<file path="src/rtl/gfau_seq.sv">
// Program sequencer for an external arithmetic unit: it fetches instructions from a 16-entry
// program memory, issues each one to the unit, and writes the result back into an 8-entry RF.
module gfau_seq #(
    parameter int SIZE    = 33,
    parameter int TIMEOUT = 1023
) (
    input  logic            i_clk,
    input  logic            i_rst,
    input  logic            reg_wr_en,
    input  logic [2:0]      reg_wr_addr,
    input  logic [SIZE-1:0] reg_wr_data,
    input  logic [2:0]      reg_rd_addr,
    output logic [SIZE-1:0] reg_rd_data,
    input  logic            prog_wr_en,
    input  logic [3:0]      prog_wr_addr,
    input  logic [10:0]     prog_wr_data,
    input  logic [3:0]      prog_last,
    input  logic            start,
    output logic            busy,
    output logic            done,
    output logic            error,
    output logic [SIZE-1:0] gfau_in_0,
    output logic [SIZE-1:0] gfau_in_1,
    output logic [1:0]      gfau_op,
    output logic            gfau_start,
    input  logic [SIZE-1:0] gfau_result,
    input  logic            gfau_done
);

    localparam int CNT_W = (TIMEOUT < 2) ? 1 : $clog2(TIMEOUT + 1);
    localparam logic [CNT_W-1:0] CNT_LAST = CNT_W'(TIMEOUT - 1);

    typedef enum logic [2:0] {
        S_IDLE  = 3'd0,
        S_FETCH = 3'd1,
        S_ISSUE = 3'd2,
        S_WAIT  = 3'd3,
        S_WRITE = 3'd4,
        S_DONE  = 3'd5
    } state_t;

    state_t           state_q, state_d;
    logic [3:0]       pc_q, pc_d;
    logic [3:0]       last_q, last_d;
    logic [CNT_W-1:0] cnt_q, cnt_d;
    logic             err_q, err_d;
    logic [10:0]      instr_q, instr_d;
    logic [10:0]      fetch_instr;
    logic [SIZE-1:0]  res_q, res_d;
    logic [SIZE-1:0]  in0_q, in0_d;
    logic [SIZE-1:0]  in1_q, in1_d;
    logic [1:0]       op_q, op_d;

    logic [SIZE-1:0]  rf_q [8];
    logic [10:0]      imem_q [16];

    logic             rf_we;
    logic [2:0]       rf_waddr;
    logic [SIZE-1:0]  rf_wdata;
    logic             imem_we;

    assign fetch_instr = imem_q[pc_q];

    always_comb begin
        state_d  = state_q;
        pc_d     = pc_q;
        last_d   = last_q;
        cnt_d    = cnt_q;
        err_d    = err_q;
        instr_d  = instr_q;
        res_d    = res_q;
        in0_d    = in0_q;
        in1_d    = in1_q;
        op_d     = op_q;
        rf_we    = 1'b0;
        rf_waddr = reg_wr_addr;
        rf_wdata = reg_wr_data;
        imem_we  = 1'b0;

        case (state_q)
            S_IDLE: begin
                // Host writes land on the same edge that accepts start, so FETCH sees them.
                rf_we   = reg_wr_en;
                imem_we = prog_wr_en;
                if (start) begin
                    last_d  = prog_last;
                    pc_d    = 4'd0;
                    err_d   = 1'b0;
                    state_d = S_FETCH;
                end
            end
            S_FETCH: begin
                instr_d = fetch_instr;
                in0_d   = rf_q[fetch_instr[5:3]];
                in1_d   = rf_q[fetch_instr[2:0]];
                op_d    = fetch_instr[10:9];
                state_d = S_ISSUE;
            end
            S_ISSUE: begin
                cnt_d   = '0;
                state_d = S_WAIT;
            end
            S_WAIT: begin
                if (gfau_done) begin
                    res_d   = gfau_result;
                    state_d = S_WRITE;
                end else if (cnt_q == CNT_LAST) begin
                    // This is the TIMEOUT-th cycle without a result: abandon the program.
                    cnt_d   = cnt_q + CNT_W'(1);
                    err_d   = 1'b1;
                    state_d = S_DONE;
                end else begin
                    cnt_d   = cnt_q + CNT_W'(1);
                end
            end
            S_WRITE: begin
                rf_we    = 1'b1;
                rf_waddr = instr_q[8:6];
                rf_wdata = res_q;
                if (pc_q == last_q) begin
                    state_d = S_DONE;
                end else begin
                    pc_d    = pc_q + 4'd1;
                    state_d = S_FETCH;
                end
            end
            S_DONE: begin
                state_d = S_IDLE;
            end
            default: begin
                state_d = S_IDLE;
            end
        endcase
    end

    always_ff @(posedge i_clk) begin
        if (!i_rst) begin
            state_q <= S_IDLE;
            pc_q    <= '0;
            last_q  <= '0;
            cnt_q   <= '0;
            err_q   <= 1'b0;
            in0_q   <= '0;
            in1_q   <= '0;
            op_q    <= '0;
            for (int i = 0; i < 8; i++) begin
                rf_q[i] <= '0;
            end
        end else begin
            state_q <= state_d;
            pc_q    <= pc_d;
            last_q  <= last_d;
            cnt_q   <= cnt_d;
            err_q   <= err_d;
            in0_q   <= in0_d;
            in1_q   <= in1_d;
            op_q    <= op_d;
            if (rf_we) begin
                rf_q[rf_waddr] <= rf_wdata;
            end
        end
    end

    // The instruction and result holding registers need no reset: both are always
    // loaded before they are used.
    always_ff @(posedge i_clk) begin
        instr_q <= instr_d;
        res_q   <= res_d;
    end

    // Program memory deliberately survives reset so a program can be rerun after an abort.
    always_ff @(posedge i_clk) begin
        if (imem_we) begin
            imem_q[prog_wr_addr] <= prog_wr_data;
        end
    end

    assign reg_rd_data = rf_q[reg_rd_addr];
    assign busy        = (state_q == S_FETCH) || (state_q == S_ISSUE) ||
                         (state_q == S_WAIT)  || (state_q == S_WRITE);
    assign done        = (state_q == S_DONE);
    assign error       = err_q;
    assign gfau_start  = (state_q == S_ISSUE);
    assign gfau_in_0   = in0_q;
    assign gfau_in_1   = in1_q;
    assign gfau_op     = op_q;

endmodule

</file>
<file path="config.mk">
export PLATFORM = sky130hd
export DESIGN_NAME = gfau_seq
export DESIGN_NICKNAME = d
export VERILOG_FILES = /design/src/rtl/gfau_seq.sv
export SDC_FILE = /design/constraint.sdc
export NUM_CORES = 1
export LEC_CHECK = 0
export CAP_MARGIN = 30
export CORE_ASPECT_RATIO = 0.6
export CORE_UTILIZATION = 28
export CTS_CLUSTER_SIZE = 25
export DETAILED_ROUTE_END_ITERATION = 8
export GPL_ROUTABILITY_DRIVEN = 1
export PLACE_DENSITY = 0.44
export SYNTH_ARGS = -nofsm -noshare
export SYNTH_HDL_FRONTEND = slang
export SYNTH_SLANG_ARGS = --single-unit
</file>
<file path="constraint.sdc">
create_clock -name i_clk -period 5.7 [get_ports i_clk]
set_input_delay 1.425 -clock i_clk [delete_from_list [all_inputs] [get_ports i_clk]]
set_output_delay 1.425 -clock i_clk [all_outputs]
set_load 0.05 [all_outputs]
</file>
After elaboration in Yosys (flattened, before gate mapping)
Memory sizes are Yosys's and may differ from the RTL's. A register that Yosys moved wholly into a read port is not among the register bits.
Index checks and enable logic that the tools add are counted.
- memories kept: 2
- bits in writable memories: 440
- bits in registers: 66
- word-level logic and storage cells: 69
- memory list (name ; words ; width ; rd ports ; clocked after memory_dff ; write ports ; line ; source):
    rf_q ; 8 ; 33 ; 3 ; 2 ; 8 ; 54 ; logic [SIZE-1:0] rf_q [8];
    imem_q ; 16 ; 11 ; 1 ; 1 ; 1 ; 55 ; logic [10:0] imem_q [16];
- add/sub/neg operators: 2
- eq/ne operators: 12
- reduce and logical (&&, ||, !) cells: 16
- multiplexer cells: 29
- operators by type and width (cell ; count):
    2-to-1 mux 33 bit ; 2
    OR reduction 33 bit ; 1
    one-hot mux 10 bit (2 select lines) ; 1
    2-to-1 mux 3 bit ; 6
    2-to-1 mux 4 bit ; 4
    one-hot mux 3 bit (5 select lines) ; 1
    2-to-1 mux 1 bit ; 11
    adder 10 x 1 -> 10 bit (second input constant) ; 1
    == test 10 bit (second input constant) ; 1
    2-to-1 mux 10 bit ; 1
    != test 2 bit (second input constant) ; 4
    one-hot mux 4 bit (2 select lines) ; 1
    AND reduction 2 bit ; 4
    == test 3 x 2 -> 1 bit (second input constant) ; 2
    == test 3 bit (second input constant) ; 2
    nonzero test 2 bit ; 3
    adder 4 x 1 -> 4 bit (second input constant) ; 1
    == test 4 bit ; 1
    one-hot mux 1 bit (2 select lines) ; 2
    AND reduction 4 bit ; 1
    == test 3 x 1 -> 1 bit (second input constant) ; 1
    logical NOT 3 bit ; 1
    logical OR 1 bit ; 3
    != test 3 bit (second input constant) ; 1
    2 further kinds ; 3

Longest topological paths before layout
Gate-level depths: netlist (run 1).
- depth after elaboration: 7
- depth in mapped cells: 11
- gate-level depth less buffers: 8

Worst setup path after synthesis (run 1)
No wires, ideal clock.
- path type: input to output
- start point: in reg_rd_addr[0]
- end point: out reg_rd_data[0]
- setup slack: 0.922 ns
- data arrival time: 3.353 ns
- cell stages on the path: 4
- cells stage by stage: buf_1 buf_1 mux4_2 mux2_2
- word-level cells in the longest chain between the ends: 1
- ends and longest elaborated chain (item ; line ; source):
    start, declared ; 12 ; input logic [2:0] reg_rd_addr,
    memory read (8 x 33 bit) ; - ;
    end, declared ; 13 ; output logic [SIZE-1:0] reg_rd_data,
No other way between the ends.

Final worst setup path (run 1)
- start point: in reg_rd_addr[0]
- end point: out reg_rd_data[28]
The elaborated chain is that of the path after synthesis.

==> results of run 1 <==
## worst min-delay path by stage
stage / end / slack, ns / depth (start not counted)
final: gfau_op[1]$_SDFFE_PN0P_ / 0.47 / 2
after detailed placement: gfau_op[1]$_SDFFE_PN0P_ / 0.47 / 2
after global placement: gfau_op[1]$_SDFFE_PN0P_ / 0.46 / 2
after CTS: gfau_op[1]$_SDFFE_PN0P_ / 0.48 / 2
after floorplan: cnt_q[6]$_SDFFE_PN0P_ / 0.45 / 2
after global routing: last_q[2]$_SDFFE_PN0P_ / 0.51 / 2
## cell usage after synthesis (8+ instances only)
cell type,number
nand2_1,246
o21ai_0,93
clkbuf_1,110
edfxtp_1,476
a32oi_1,33
inv_1,16
mux2i_1,133
a31oi_1,33
mux2_2,39
buf_1,15
a2111oi_2,30
a21boi_0,64
nor3_1,8
and3_1,40
nor2_1,297
mux4_2,110
dfxtp_1,94
buf_2,19
a21oi_1,21
a211oi_1,66
mux2_4,28
nand3_1,46
## state kept, by name, indices dropped and copies added (netlist names), named ones only
name,flops
instr_q,3
gfau_in_0,33
rf_q,264
error,1
res_q,33
imem_q,176
gfau_op,2
cnt_q,10
state_q,3
pc_q,4
last_q,4
gfau_in_1,33
## layer usage
metal | wire length [um] | vias up | share of wire, %
met1 | 44900 | 9901 | 45
met2 | 43900 | 886 | 44
met3 | 7900 | 175 | 8.0
li1 | - | 8387 | -
met4 | 2630 | 0 | 2.6
met5 | 0 | - | 0
## through the flow
stage | area (um^2) | hold WS [ns] | util, % | worst slack (ns)
2_1_floorplan | 27300 | 0.454 | - | 0.922
4_1_cts | 33200 | 0.477 | 34.4 | 0.646
3_5_place_dp | 31100 | 0.469 | 32.3 | 0.652
6_report | 33200 | 0.472 | 34.4 | 0.658
5_1_grt | 33200 | 0.508 | 34.4 | 0.549
3_3_place_gp | 31000 | 0.465 | 32.1 | 0.674
## layout make-up
cell class	count	area, um^2	area share [%]
clock inverters	41	469	1.41
flip-flops and latches	570	16200	48.7
multi-input cells	1362	10400	31.4
repair buffers	283	2850	8.58
clock buffers	71	1560	4.70
diodes	3	7.51	0.0226
well taps	1305	1630	4.92
inverters	16	60.1	0.181
## critical path, cell delays in order
cell and delay [ns]:
buf_4 0.11, buf_4 0.44, mux4_2 0.56, mux2_2 0.32
clkdlybuf4s50_1 0.71
## cells by family (layout without fill, tap and decap cells)
logic type,count (synthesis),count (layout)
AND/OR/NAND/NOR,677,677
multiplexers,311,311
other,0,3
AO/OA/AOI/OAI,360,360
XOR/XNOR,11,11
buffers and inverters,175,411
adder cells (fa/ha/maj),3,3
flip-flops,570,570
## power by group through the flow
| stage | Combinational, mW | Sequential (mW) | Clock [mW] |
|---|---|---|---|
| 2_1_floorplan | 0.527 | 4.98 | 0 |
| 4_1_cts | 1.18 | 4.78 | 4.24 |
| 3_5_place_dp | 1.17 | 4.87 | 0 |
| 5_1_grt | 1.23 | 4.80 | 4.39 |
| 6_report | 1.17 | 4.79 | 4.14 |
| 3_3_place_gp | 1.16 | 4.87 | 0 |
## layout by cell type, fill, tap and decap left out, types with 64 or more instances in the layout
cell             netlist  layout
clkdlybuf4s50_1        0     197
mux2i_1              133     133
nand2_1              246     238
o21ai_0               93      93
edfxtp_1             476     476
nor2_1               297     284
mux4_2               110     110
a21boi_0              64      64
dfxtp_1               94      91
a211oi_1              66      66
==> impl_metrics.py, run 1 <==
metrics = {
    "outcome": {
        "status": "finished, final reports clean",
    },
    "die": {
        "ios": 202,
        "start_util_pct": 28.3,
        "core_area_mm2": 0.0965,
        "fp.dieW_um": 405,
        "rows": 88,
        "dieArea_mm2": 0.0989,
        "die_h_um": 244,
    },
    "sta": {
        "slew_headroom_pct": 31.2,
        "finalSetupViolations": 0,
        "finClkSkew_ns": 0.0490,
        "fmax_mhz": 198,
        "rsz0062_at_grt": "false",
        "tightest_slew_ns": 1.03,
        "tns_ns": 0,
        "finalHoldViolCount": 0,
        "slew_viol_final": 0,
        "period_needed_ns": 5.04,
        "min_period_over_period_pct": 88.4,
    },
    "drt": {
        "drt_iter0_drc": 2029,
        "drc": 0,
        "first_pass_iters": 5,
        "ant_nets": 0,
        "routed_wl_mm": 99.3,
        "routedWlPerCell_um": 27.2,
        "vias": 19300,
        "viasPerCell": 5.30,
    },
    "worst_setup_path": {
        "cp-end-kind": "primary output",
        "critPathLaunchType": "input pin",
        "crit_start": "reg_rd_addr[0]",
        "worstPathMaxFanout": 24,
        "path_class": "input pin to primary output",
        "rr_endpoint": "gfau_in_1[32]$_SDFFE_PN0P_",
        "reg2regPathDepth": 7,
        "critPathArrivalTime_ns": 3.62,
        "endpoint": "reg_rd_data[28]",
        "reg2reg_slack_ns": 1.74,
        "worst_ep_required_time_ns": 4.28,
    },
    "clocking": {
        "clk_pin_slew_ns": 0.06,
        "cts_root_buffer": "clkbuf_16",
        "cts_max_level": 2,
        "cts_made_buffers": 59,
        "clk_latency_ns": 0.67,
        "cts_max_path_buffers": 3,
        "post_cts_resized": 0,
        "cts_tree": "yes",
        "cts.hold.buffers_added": 0,
        "cts.sink_count": 570,
        "post_cts_buffers": 0,
    },
    "flow_run": {
        "cap_viol_max_count": 0,
    },
    "yosys": {
        "synthMuxAreaShare_pct": 17.2,
        "synth_top_family_by_area": "multiplexers",
        "syn_inst": 2107,
        "synth_nets": 2207,
        "synth_compound_area_share_pct": 9.79,
        "synth-adder-area-share_pct": 0.137,
        "synth_top_area_share_pct": 52.3,
        "synth_ff_type": "edfxtp_1",
        "synthTopCellsByArea": "edfxtp_1, mux4_2, dfxtp_1, mux2i_1, nor2_1",
        "ys_ff_latch": 570,
        "postSynthAreaPerCell_um2": 13.0,
        "synth.distinct_cells": 55,
        "yosys_warnings": 0,
        "synth_top_area_cell": "edfxtp_1",
        "synthArstFlopShare_pct": 0,
        "ys_seq_area_share_pct": 59.2,
        "synth-edff-count": 476,
        "syn_area_mm2": 0.0273,
        "yosys.area_share.simple_pct": 10.4,
        "synth_xor_area_share_pct": 0.352,
    },
    "placed_design": {
        "dp_cells": 3534,
        "portBuffers": 201,
        "gp_congestion": 0.805,
        "hpwl_mm": 59.4,
    },
    "layout": {
        "area_growth_pct": 21.4,
        "fillers": 9366,
        "drive_gt1_share_pct": 18.2,
        "fin_cells": 3651,
        "finalNetCount": 2392,
    },
    "global_route": {
        "grt_pass1_wl_mm": 142,
        "antenna_found_initial": 3,
        "use_met3_pct": 4.51,
        "globalRouteTotalUtil_pct": 19.8,
        "grt_max_degree": 68,
        "gr-total-overflow": 0,
        "grt_pass1_vias": 19300,
        "top_usage_layer": "met2",
        "met1_usage_pct": 28.1,
        "grt.met2_usage_pct": 29.7,
    },
    "power_and_ir_drop": {
        "finalPower_mw": 10.1,
        "swShare_pct": 26.2,
        "power_frac_comb_pct": 11.6,
        "power.leakage_nw": 11.1,
        "p_int_mw": 7.45,
        "clkPwrFrac_pct": 41.0,
        "power_frac_seq_pct": 47.4,
        "pwr_density_cell_mw_per_mm2": 304,
        "max-vdd-ir-drop_mv": 0.232,
        "switching_power_mw": 2.65,
    },
    "worst_hold_path": {
        "hold_class": "flop to flop",
        "worstHoldStart": "gfau_op[1]$_SDFFE_PN0P_",
    },
}
No activity file was read; power rests on OpenSTA's default activity.
==> run 2, diff against run 1 <==
--- a/config.mk
+++ b/config.mk
@@ -6,7 +6,7 @@
 export NUM_CORES = 1
 export LEC_CHECK = 0
 export CAP_MARGIN = 30
-export CORE_ASPECT_RATIO = 0.6
+export CORE_ASPECT_RATIO = 0.75
 export CORE_UTILIZATION = 28
 export CTS_CLUSTER_SIZE = 25
 export DETAILED_ROUTE_END_ITERATION = 8
==> run 2 against run 1 <==
Against the previous run:
- clock power is 7.2% higher
- sequential share of layout area down 0.081 points
- die area hardly changed
- routed wire length fell by 1.3%
- fmax decreased by 0.82%
- utilization is 0.22 points higher
- first-iteration DRC count shrank 10%
- hold slack better by 0.0013 ns
- register-to-register slack about the same
- critical path depth unchanged
- clock skew fell by 0.013 ns
==> impl_metrics.py, run 2 (synthesized netlist as in run 1, its figures left out) <==
metrics = {
    "placed_design": {
        "hpwl_mm": 58.5,
        "gp_congestion": 0.818,
        "portBuffers": 201,
        "dp_cells": 3517,
    },
    "sta": {
        "period_needed_ns": 5.08,
        "finalHoldViolCount": 0,
        "tightest_slew_ns": 1.05,
        "slew_headroom_pct": 28.2,
        "finClkSkew_ns": 0.0359,
        "fmax_mhz": 197,
        "min_period_over_period_pct": 89.2,
        "rsz0062_at_grt": "false",
        "finalSetupViolations": 0,
        "tns_ns": 0,
        "slew_viol_final": 0,
    },
    "worst_setup_path": {
        "worstPathCellList": "buf_4 > buf_12 > mux4_2 > mux2_2 > clkdlybuf4s50_1",
        "rr_endpoint": "gfau_in_0[21]$_SDFFE_PN0P_",
        "cp-end-kind": "primary output",
        "critPathLaunchType": "input pin",
        "crit_slowest_cell": "clkdlybuf4s50_1",
        "reg2reg_slack_ns": 1.73,
        "path_class": "input pin to primary output",
        "critPathArrivalTime_ns": 3.66,
        "worstPathMaxFanout": 20,
        "worst_ep_required_time_ns": 4.28,
        "reg2regPathDepth": 7,
        "max_stage_delay_ns": 0.71,
    },
    "clocking": {
        "cts_max_path_buffers": 3,
        "cts_max_level": 3,
        "cts_root_buffer": "clkbuf_16",
        "cts_made_buffers": 67,
        "cts_tree": "yes",
        "post_cts_buffers": 0,
        "clk_latency_ns": 0.63,
        "cts.sink_count": 570,
        "cts.hold.buffers_added": 0,
        "post_cts_resized": 0,
        "clk_pin_slew_ns": 0.06,
    },
    "worst_hold_path": {
        "hold_depth": 2,
        "worstHoldStart": "gfau_op[1]$_SDFFE_PN0P_",
        "holdPathEnd": "gfau_op[1]$_SDFFE_PN0P_",
        "hold_class": "flop to flop",
    },
    "global_route": {
        "globalRouteTotalUtil_pct": 19.5,
        "gr-total-overflow": 0,
        "grt_pass1_wl_mm": 140,
        "grt_max_degree": 73,
        "grt_pass1_vias": 19500,
        "antenna_found_initial": 0,
    },
    "die": {
        "fp.dieW_um": 363,
        "die_h_um": 273,
        "rows": 98,
        "core_area_mm2": 0.0960,
        "start_util_pct": 28.5,
        "dieArea_mm2": 0.0989,
        "ios": 202,
    },
    "layout": {
        "drive_gt1_share_pct": 17.8,
        "area.sequential_mm2": 0.0162,
        "area_growth_pct": 21.6,
        "fillers": 9310,
        "multi_input_area_mm2": 0.0105,
        "final_cell_mix": "edfxtp_1, nor2_1, nand2_1",
        "layout_commonest_cell": "edfxtp_1",
        "regMostFlops": "rf_q",
        "largest_reg_flops": 264,
        "finalNetCount": 2388,
        "antenna_cells": 0,
        "top_regs": "rf_q (264), imem_q (176)",
        "fin_cells": 3642,
    },
    "flow_run": {
        "cap_viol_max_count": 0,
    },
    "outcome": {
        "status": "finished, final reports clean",
    },
    "drt": {
        "routed_wl_mm": 98.0,
        "first_pass_iters": 5,
        "viasPerCell": 5.29,
        "ant_nets": 0,
        "routedWlPerCell_um": 26.9,
        "vias": 19300,
        "drc": 0,
        "drt_iter0_drc": 1822,
    },
    "power_and_ir_drop": {
        "power.leakage_nw": 11.1,
        "pwr_density_cell_mw_per_mm2": 312,
        "max-vdd-ir-drop_mv": 0.208,
    },
}
[run 2: power breakdown]
| part | internal, mW | switching [mW] |
|---|---|---|
| Combinational | 0.416 | 0.743 |
| Clock | 2.64 | 1.79 |
| Sequential | 4.67 | 0.128 |
| Total | 7.73 | 2.66 |
[run 2: critical path: cells and delay by family]
family	cells	cell delay (ns)
buffers and inverters	3	1.35
muxes	2	0.83
[run 2: per-layer routing]
layer / up-vias / global-route usage (%) / part of all wire, %
li1: 8374 / - / -
met1: 9896 / 27.3 / 45
met2: 846 / 30.9 / 46
met3: 155 / 3.88 / 7.7
met4: 0 / 4.61 / 2.1
met5: - / 0 / 0
[run 2: cell type report]
cell class                 instances  share of cell area (%)
clock buffer                      98                    5.70
timing repair buffer             271                    8.13
clock inverter                    25                    1.00
inverter                          16                   0.181
multi-input combinational       1362                    31.4
sequential                       570                    48.7
tap                             1300                    4.89
[run 2: metrics by stage]
stage          area (um^2)  power (mW)  hold slack (ns)  util, %  worst slack [ns]
2_1_floorplan        27300        5.51            0.454        -             0.922
3_3_place_gp         30900        6.03            0.467     32.2             0.618
3_5_place_dp         31000        6.04            0.470     32.3             0.605
4_1_cts              33200        10.5            0.479     34.6             0.592
5_1_grt              33200        10.7            0.509     34.6             0.543
6_report             33200        10.4            0.474     34.6             0.617
[run 2: how the worst max path moves through the flow]
stage	start	to	depth (start not counted)
final	reg_rd_addr[0]	reg_rd_data[27]	5
after global routing	reg_rd_addr[0]	reg_rd_data[28]	5
after CTS	reg_rd_addr[0]	reg_rd_data[28]	5
after detailed placement	reg_rd_addr[0]	reg_rd_data[29]	5
after global placement	reg_rd_addr[0]	reg_rd_data[27]	5
after floorplan	reg_rd_addr[0]	reg_rd_data[0]	4
